$ cat src/rtl/uart_pkg.sv
// rtl/uart_pkg.sv - shared UART state encodings and default bit period
package uart_pkg;

  localparam int BAUD_PER_DEF = 10416;

  typedef enum logic [2:0] {
    S_IDLE  = 3'd0,
    S_START = 3'd1,
    S_DATA  = 3'd2,
    S_STOP  = 3'd3,
    S_BREAK = 3'd4
  } uart_state_e;

endpackage

$ cat src/rtl/uart_sync.sv
// rtl/uart_sync.sv - two-flop synchroniser for the asynchronous rx line, resets to idle-high
module uart_sync (
  input  logic clk,
  input  logic nrst,
  input  logic d_i,
  output logic q_o
);

  logic meta_q;
  logic sync_q;

  always_ff @(posedge clk) begin
    if (!nrst) begin
      meta_q <= 1'b1;
      sync_q <= 1'b1;
    end else begin
      meta_q <= d_i;
      sync_q <= meta_q;
    end
  end

  assign q_o = sync_q;

endmodule

$ cat src/rtl/uart_rx.sv
// rtl/uart_rx.sv - 8N1 UART receiver with mid-bit sampling, framing-error and overrun reporting
module uart_rx
  import uart_pkg::*;
#(
  parameter int BAUD_PER = BAUD_PER_DEF,
  parameter int HALF_PER = BAUD_PER / 2
) (
  input  logic       clk,
  input  logic       nrst,
  input  logic       rx,
  input  logic       rd,
  output logic [7:0] dout,
  output logic       valid,
  output logic       frame_err,
  output logic       overrun,
  output logic       busy
);

  localparam logic [13:0] BAUD_C = 14'(BAUD_PER);
  localparam logic [13:0] HALF_C = 14'(HALF_PER);

  uart_state_e state_q;
  logic [13:0] ctr_q;
  logic [2:0]  bit_ctr_q;
  logic [7:0]  sr_q;
  logic [7:0]  dout_q;
  logic        valid_q;
  logic        frame_err_q;
  logic        overrun_q;
  logic        rxs;

  uart_sync u_sync (
    .clk  (clk),
    .nrst (nrst),
    .d_i  (rx),
    .q_o  (rxs)
  );

  always_ff @(posedge clk) begin
    if (!nrst) begin
      state_q     <= S_IDLE;
      ctr_q       <= 14'd0;
      bit_ctr_q   <= 3'd0;
      sr_q        <= 8'd0;
      dout_q      <= 8'd0;
      valid_q     <= 1'b0;
      frame_err_q <= 1'b0;
      overrun_q   <= 1'b0;
    end else begin
      frame_err_q <= 1'b0;
      // A read clears the holding flags; an accept in the same cycle overrides valid below.
      if (rd) begin
        valid_q   <= 1'b0;
        overrun_q <= 1'b0;
      end
      case (state_q)
        S_IDLE: begin
          ctr_q <= 14'd0;
          if (!rxs) state_q <= S_START;
        end
        S_START: begin
          if (ctr_q == HALF_C) begin
            ctr_q     <= 14'd0;
            bit_ctr_q <= 3'd0;
            state_q   <= rxs ? S_IDLE : S_DATA;
          end else begin
            ctr_q <= ctr_q + 14'd1;
          end
        end
        S_DATA: begin
          if (ctr_q == BAUD_C) begin
            ctr_q <= 14'd0;
            sr_q  <= {rxs, sr_q[7:1]};
            if (bit_ctr_q == 3'd7) state_q <= S_STOP;
            else                   bit_ctr_q <= bit_ctr_q + 3'd1;
          end else begin
            ctr_q <= ctr_q + 14'd1;
          end
        end
        S_STOP: begin
          if (ctr_q == BAUD_C) begin
            ctr_q <= 14'd0;
            if (rxs) begin
              state_q <= S_IDLE;
              if (!valid_q || rd) begin
                dout_q  <= sr_q;
                valid_q <= 1'b1;
              end else begin
                overrun_q <= 1'b1;
              end
            end else begin
              frame_err_q <= 1'b1;
              state_q     <= S_BREAK;
            end
          end else begin
            ctr_q <= ctr_q + 14'd1;
          end
        end
        S_BREAK: begin
          ctr_q <= 14'd0;
          if (rxs) state_q <= S_IDLE;
        end
        default: begin
          ctr_q   <= 14'd0;
          state_q <= S_IDLE;
        end
      endcase
    end
  end

  assign dout      = dout_q;
  assign valid     = valid_q;
  assign frame_err = frame_err_q;
  assign overrun   = overrun_q;
  assign busy      = (state_q != S_IDLE);

endmodule

$ cat config.mk
export PLATFORM = sky130hd
export DESIGN_NAME = uart_rx
export DESIGN_NICKNAME = d
export VERILOG_FILES = /design/src/rtl/uart_pkg.sv /design/src/rtl/uart_sync.sv /design/src/rtl/uart_rx.sv
export SDC_FILE = /design/constraint.sdc
export NUM_CORES = 1
export LEC_CHECK = 0
export BUFFER_PORTS_ARGS = -buffer_cell sky130_fd_sc_hd__buf_2
export CAP_MARGIN = 20
export CORE_UTILIZATION = 45
export DETAILED_ROUTE_END_ITERATION = 8
export PLACE_DENSITY = 0.69
export SYNTH_ARGS = -nofsm -noshare
export SYNTH_HDL_FRONTEND = slang
export SYNTH_SLANG_ARGS = --single-unit
$ cat constraint.sdc
create_clock -name clk -period 2 [get_ports clk]
set_clock_uncertainty 0.15 [all_clocks]
set_input_delay 0.1 -clock clk [delete_from_list [all_inputs] [get_ports clk]]
set_output_delay 0.1 -clock clk [all_outputs]
set_load 0.02 [all_outputs]
**Word level (Yosys, flattened, before mapping)**

Index checks and enable logic that the tools add are counted.

- Register bits: 41
- Latch bits: 0
- Bits in writable memories: 0
- Bits in read-only memories: 0
- Input bits: 4
- Output and inout port bits: 12
- Memories: 0

- Add/subtract/negate cells: 2
- Multiply operators: 0
- Divide/modulo/power cells: 0
- Magnitude comparators: 0
- Equality and inequality tests: 14
- Shifts and indexed selects: 0
- Mux-type cells: 27
- Bitwise gates (word level): 0
- Reductions and logical operators: 11

Operators by type and width:

| kind | number |
|---|---|
| 3-bit two-way mux | 10 |
| 14-bit two-way mux | 2 |
| 14-bit case mux with 2 select lines | 1 |
| 3-bit case mux with 5 select lines | 1 |
| 14-bit by 1-bit adder with 14-bit output (second input constant) | 1 |
| 14-bit by 13-bit equality test with 1-bit output (second input constant) | 1 |
| 14-bit equality test (second input constant) | 1 |
| 2-bit inequality test (second input constant) | 6 |
| 1-bit two-way mux | 11 |
| 4-bit AND reduction | 2 |
| 3-bit by 2-bit equality test with 1-bit output (second input constant) | 2 |
| 3-bit equality test (second input constant) | 2 |
| 3-bit case mux with 2 select lines | 1 |
| 6-bit AND reduction | 1 |
| 3-bit by 1-bit adder with 3-bit output (second input constant) | 1 |
| 3-bit by 1-bit equality test with 1-bit output (second input constant) | 1 |
| 3-bit logical NOT | 1 |
| 3-bit AND reduction | 1 |
| 3-bit nonzero test | 1 |
| 2-bit two-way mux | 1 |
| 2-bit by 1-bit inequality test with 1-bit output (second input constant) | 1 |
| 2-bit AND reduction | 1 |
| 2-bit nonzero test | 1 |
| 2-bit OR reduction | 1 |
| other kinds (2) | 2 |

**Logic depth before layout (Yosys ltp)**

- Word-level depth: 6
- Mapped depth: 8

**Cells and area by module**

Synthesis repeated with hierarchy kept, for this count alone.

- Cells, all modules: 193
- Area, all modules: 1755.4 um^2

By module, submodules not included:

| module | times used | cells an instance | area each (um^2) |
|---|---|---|---|
| uart_rx | 1 | 189 | 1702.9 |
| uart_sync | 1 | 4 | 52.6 |

**Least setup slack after synthesis**

OpenSTA, ideal clock, no wires.

- Path type: register to register
- Start: reg ctr_q[0]
- End: reg dout_q[0] (netlist: dout[0])
- Setup time: 0.129 ns
- Arrival: 1.538 ns
- Data required time: 1.721 ns
- Slack: 0.183 ns
- Cell stages (with the launch flop): 8
- Clock period less this slack: 1.817 ns
- Cells stage by stage: dfxtp_1 -> inv_1 -> ha_1 -> and4bb_1 -> nand4b_2 -> nor3_4 -> mux2i_1 -> nor2_1

- Cells in the longest elaborated chain, start to end: 2

Ends and longest elaborated chain:

| element | RTL line | RTL |
|---|---|---|
| start: declaration | uart_rx.sv:23 | `logic [13:0] ctr_q;` |
| start signal: assignment | uart_rx.sv:67 | `ctr_q <= ctr_q + 14'd1;` |
| start signal: assignment | uart_rx.sv:77 | `ctr_q <= ctr_q + 14'd1;` |
| start signal: assignment | uart_rx.sv:96 | `ctr_q <= ctr_q + 14'd1;` |
| 14-bit equality test | uart_rx.sv:81 | `if (ctr_q == BAUD_C) begin` |
| 4-bit AND reduction (no source line) | - |  |
| end signal: assignment | uart_rx.sv:86 | `dout_q <= sr_q;` |
| end: declaration | uart_rx.sv:26 | `logic [7:0] dout_q;` |

Every way passes these cells.
A chain may end at the register's enable or synchronous reset.

**Final worst setup path**

- Start: reg ctr_q[10]
- End: reg ctr_q[6]

- Cells in the longest elaborated chain, start to end: 3

Ends and longest elaborated chain:

| element | RTL line | RTL |
|---|---|---|
| 14-bit equality test or 14-bit by 13-bit equality test with 1-bit output (tied branches) | uart_rx.sv:71, uart_rx.sv:81, uart_rx.sv:62 |  |
| 14-bit two-way mux, on equally long branches | uart_rx.sv:71, uart_rx.sv:81, uart_rx.sv:62 |  |
| 14-bit case mux with 2 select lines (*) | uart_rx.sv:56 | `case (state_q)` |

Every way passes the cells marked *; elsewhere a longest branch is shown, timed or not.

==> impl_metrics.toml <==
[run_status]
outcome = "finished, final reports clean"

[finish]
stdcell_area_um2 = 2210
syn_to_final_growth_pct = 21.5
utilization_pct = 58.5
drive_gt1_share_pct = 20.0
layout.cells.most_common_list = "nor2_1 (41), dfxtp_1 (38), mux2i_1 (22)"
layout_commonest_cell = "nor2_1"
layout.nets = 227
diodes = 0

[global_routing]
grt_max_degree = 19
antenna_found_initial = 0
grt_usage_pct = 17.7
grt_overflow_total = 0
grt_pass1_wl_mm = 5.74
grt_pass1_vias = 1250

[pwr]
p_leak_nw = 0.897
vdd_drop_max_v = 0.000489
p_per_area_nw_per_um2 = 857

[logic_synthesis]
synth.yosys.seq_area_share_pct = 45.2
synth_area_um2 = 1820
synthCells = 193
ys.flop_type = "dfxtp_1"
synth-async-reset-ratio_pct = 0
yosysWarnings = 0
synth_seq_cells = 41
ys_types = 34
synth_edf_count = 0
synth_nets = 201
syn_area_per_cell_um2 = 9.41

[routing]
route.vias.total = 1396
dr.pass1.iters = 4
wirelength_mm = 3.39
drcViolationCount = 0
avgViaCountPerCell = 5.21
wl_per_cell_um = 12.6
drt-initial-drc-count = 63
drtAntennaViolNets = 0

[critical_path]
regToRegEndpoint = "ctr_q[6]$_SDFF_PN0_"
timing.reg2reg.setup_slack_ns = 0.12
reg2regPathDepth = 6
worst-path-buf-inv = 1
critPathKind = "reg -> reg"
slowest_stage = "dfxtp_1"
cp-end-kind = "flop"
startpoint_type = "flop"
crit_path_cell_trace = "nor4bb_1 -> nand4b_1 -> a22o_1 -> o211ai_1 -> buf_12 -> nor2_1"
max_stage_delay_ns = 0.46
r2r-start = "ctr_q[10]$_SDFF_PN0_"
critPathMaxFanout = 14
cp.arrival_ns = 1.92
cp_top_family = "simple AND/OR/NAND/NOR gates"
required_ns = 2.04

[hold_path]
hold_start = "u_sync.meta_q$_SDFF_PN1_"
whs_endpoint = "u_sync.q_o$_SDFF_PN1_"
whs_path_depth = 1
hold_path.class = "reg -> reg"

[timing]
finalCritPeriodShare_pct = 94.2
fin_tns_setup_ns = 0
maxSlewViolCount = 0
max_freq_ghz = 0.531
finalHoldViolCount = 0
setup_violations = 0
relSlewSlack_pct = 72.1
period_needed_ns = 1.88
worst_pin_slew_ns = 0.418
rsz0062_at_grt = "no"
whs_ns = 0.266

[floorplanning]
ios = 16
num_rows = 22
die_w_um = 65.5
core_area_um2 = 3770
start_util_pct = 48.2
die_h_um = 65.5
die-area_um2 = 4300

[clocking]
cts_sinks = 41
root_buffer = "clkbuf_8"
clock_latency_ns = 0.30
path_clk_slew_ns = 0.08
h-tree-depth = 2
cts_tree = "done"
numCtsBuffers = 5
clk_path_buf_depth = 2

[place]
place_area_um2 = 1980
port_buffers = 15
gp_congestion = 0.758
dpl.hpwl_mm = 2.21

[run]
max_cap_violations = 0
==> cells in the mapped netlist (4+ instances only) <==
cell type,number,area (um^2)
dfxtp_1,41,821
xnor2_1,9,78.8
mux2i_1,22,220
nand3_1,8,40.0
nor3_1,4,20.0
xor2_1,4,35.0
clkbuf_1,4,15.0
nor2_1,41,154
nand2_1,12,45.0
nand2b_1,4,25.0
ha_1,4,50.1
or3_1,4,25.0
inv_1,6,22.5
==> power by group <==
group	switching, W	leakage (nW)	internal, W
logic	0.000112	0.496	0.000120
registers	0.0000289	0.332	0.000830
clock network	0.000297	0.0687	0.000502
total	0.000438	0.897	0.00145
==> worst max path at each step <==
stage | start | cells past startpoint | to | slack (ns)
after floorplan | ctr_q[0]$_SDFF_PN0_ | 7 | dout[0]$_SDFFE_PN0P_ | 0.18
after global placement | ctr_q[1]$_SDFF_PN0_ | 7 | sr_q[3]$_SDFFE_PN0P_ | 0.07
after detailed placement | ctr_q[1]$_SDFF_PN0_ | 7 | sr_q[0]$_SDFFE_PN0P_ | 0.01
after CTS | ctr_q[1]$_SDFF_PN0_ | 7 | frame_err$_SDFF_PN0_ | 0.008
after global routing | ctr_q[10]$_SDFF_PN0_ | 6 | ctr_q[11]$_SDFF_PN0_ | 0.02
final | ctr_q[10]$_SDFF_PN0_ | 6 | ctr_q[6]$_SDFF_PN0_ | 0.12
==> sequential cells by signal (all words and copies together), names as in the netlist <==
signal         cells
ctr_q             14
dout               8
state_q            3
u_sync.q_o         1
frame_err          1
overrun            1
valid              1
u_sync.meta_q      1
bit_ctr_q          3
sr_q               8
==> worst register-to-register path: stages (launching register included) <==
cell	delay, ns
dfxtp_1	0.46
nor4bb_1	0.34
nand4b_1	0.21
a22o_1	0.23
o211ai_1	0.14
buf_12	0.18
nor2_1	0.06
==> per-layer routing <==
layer / GRT usage, % / vias up / part of all wire [%]
li1: - / 717 / -
met1: 22.4 / 644 / 49
met2: 27.2 / 28 / 45
met3: 5.38 / 7 / 3.8
met4: 8.70 / 0 / 1.8
met5: 0 / - / 0
==> per-stage QoR <==
step	worst slack, ns	cells	total power, W
detailed placement	0.0141	256	0.00108
CTS	0.00774	268	0.00188
global route	0.0218	268	0.00197
finish	0.117	268	0.00189
floorplan	0.183	193	0.00103
global placement	0.0716	256	0.00108
==> cell type report <==
class,count,area (um^2)
fill,327,1560
timing repair buffer,26,180
tap,48,60.1
clock inverter,3,68.8
inverter,6,22.5
sequential,41,825
clock buffer,5,68.8
multi-input combinational,139,982
==> cell families (layout without fill, tap and decap cells) <==
group           Yosys count  count (layout)  synth area share, %
compound gates            8               8                 2.96
xor+xnor                 13              13                 6.27
fa+ha+maj                 4               4                 2.75
buf+inv                  13              40                 3.03
flops                    41              41                 45.2
mux                      22              22                 12.1
simple gates             92              92                 27.7
==> what timing repair did <==
action	CTS	global route
setup endpoints to repair	9	22
buffers inserted	0	0
pin swaps	1	4
hold endpoints to repair	8	0
hold buffers	4	0
gates resized for setup	2	9
Power figures use the tool's default switching activity.
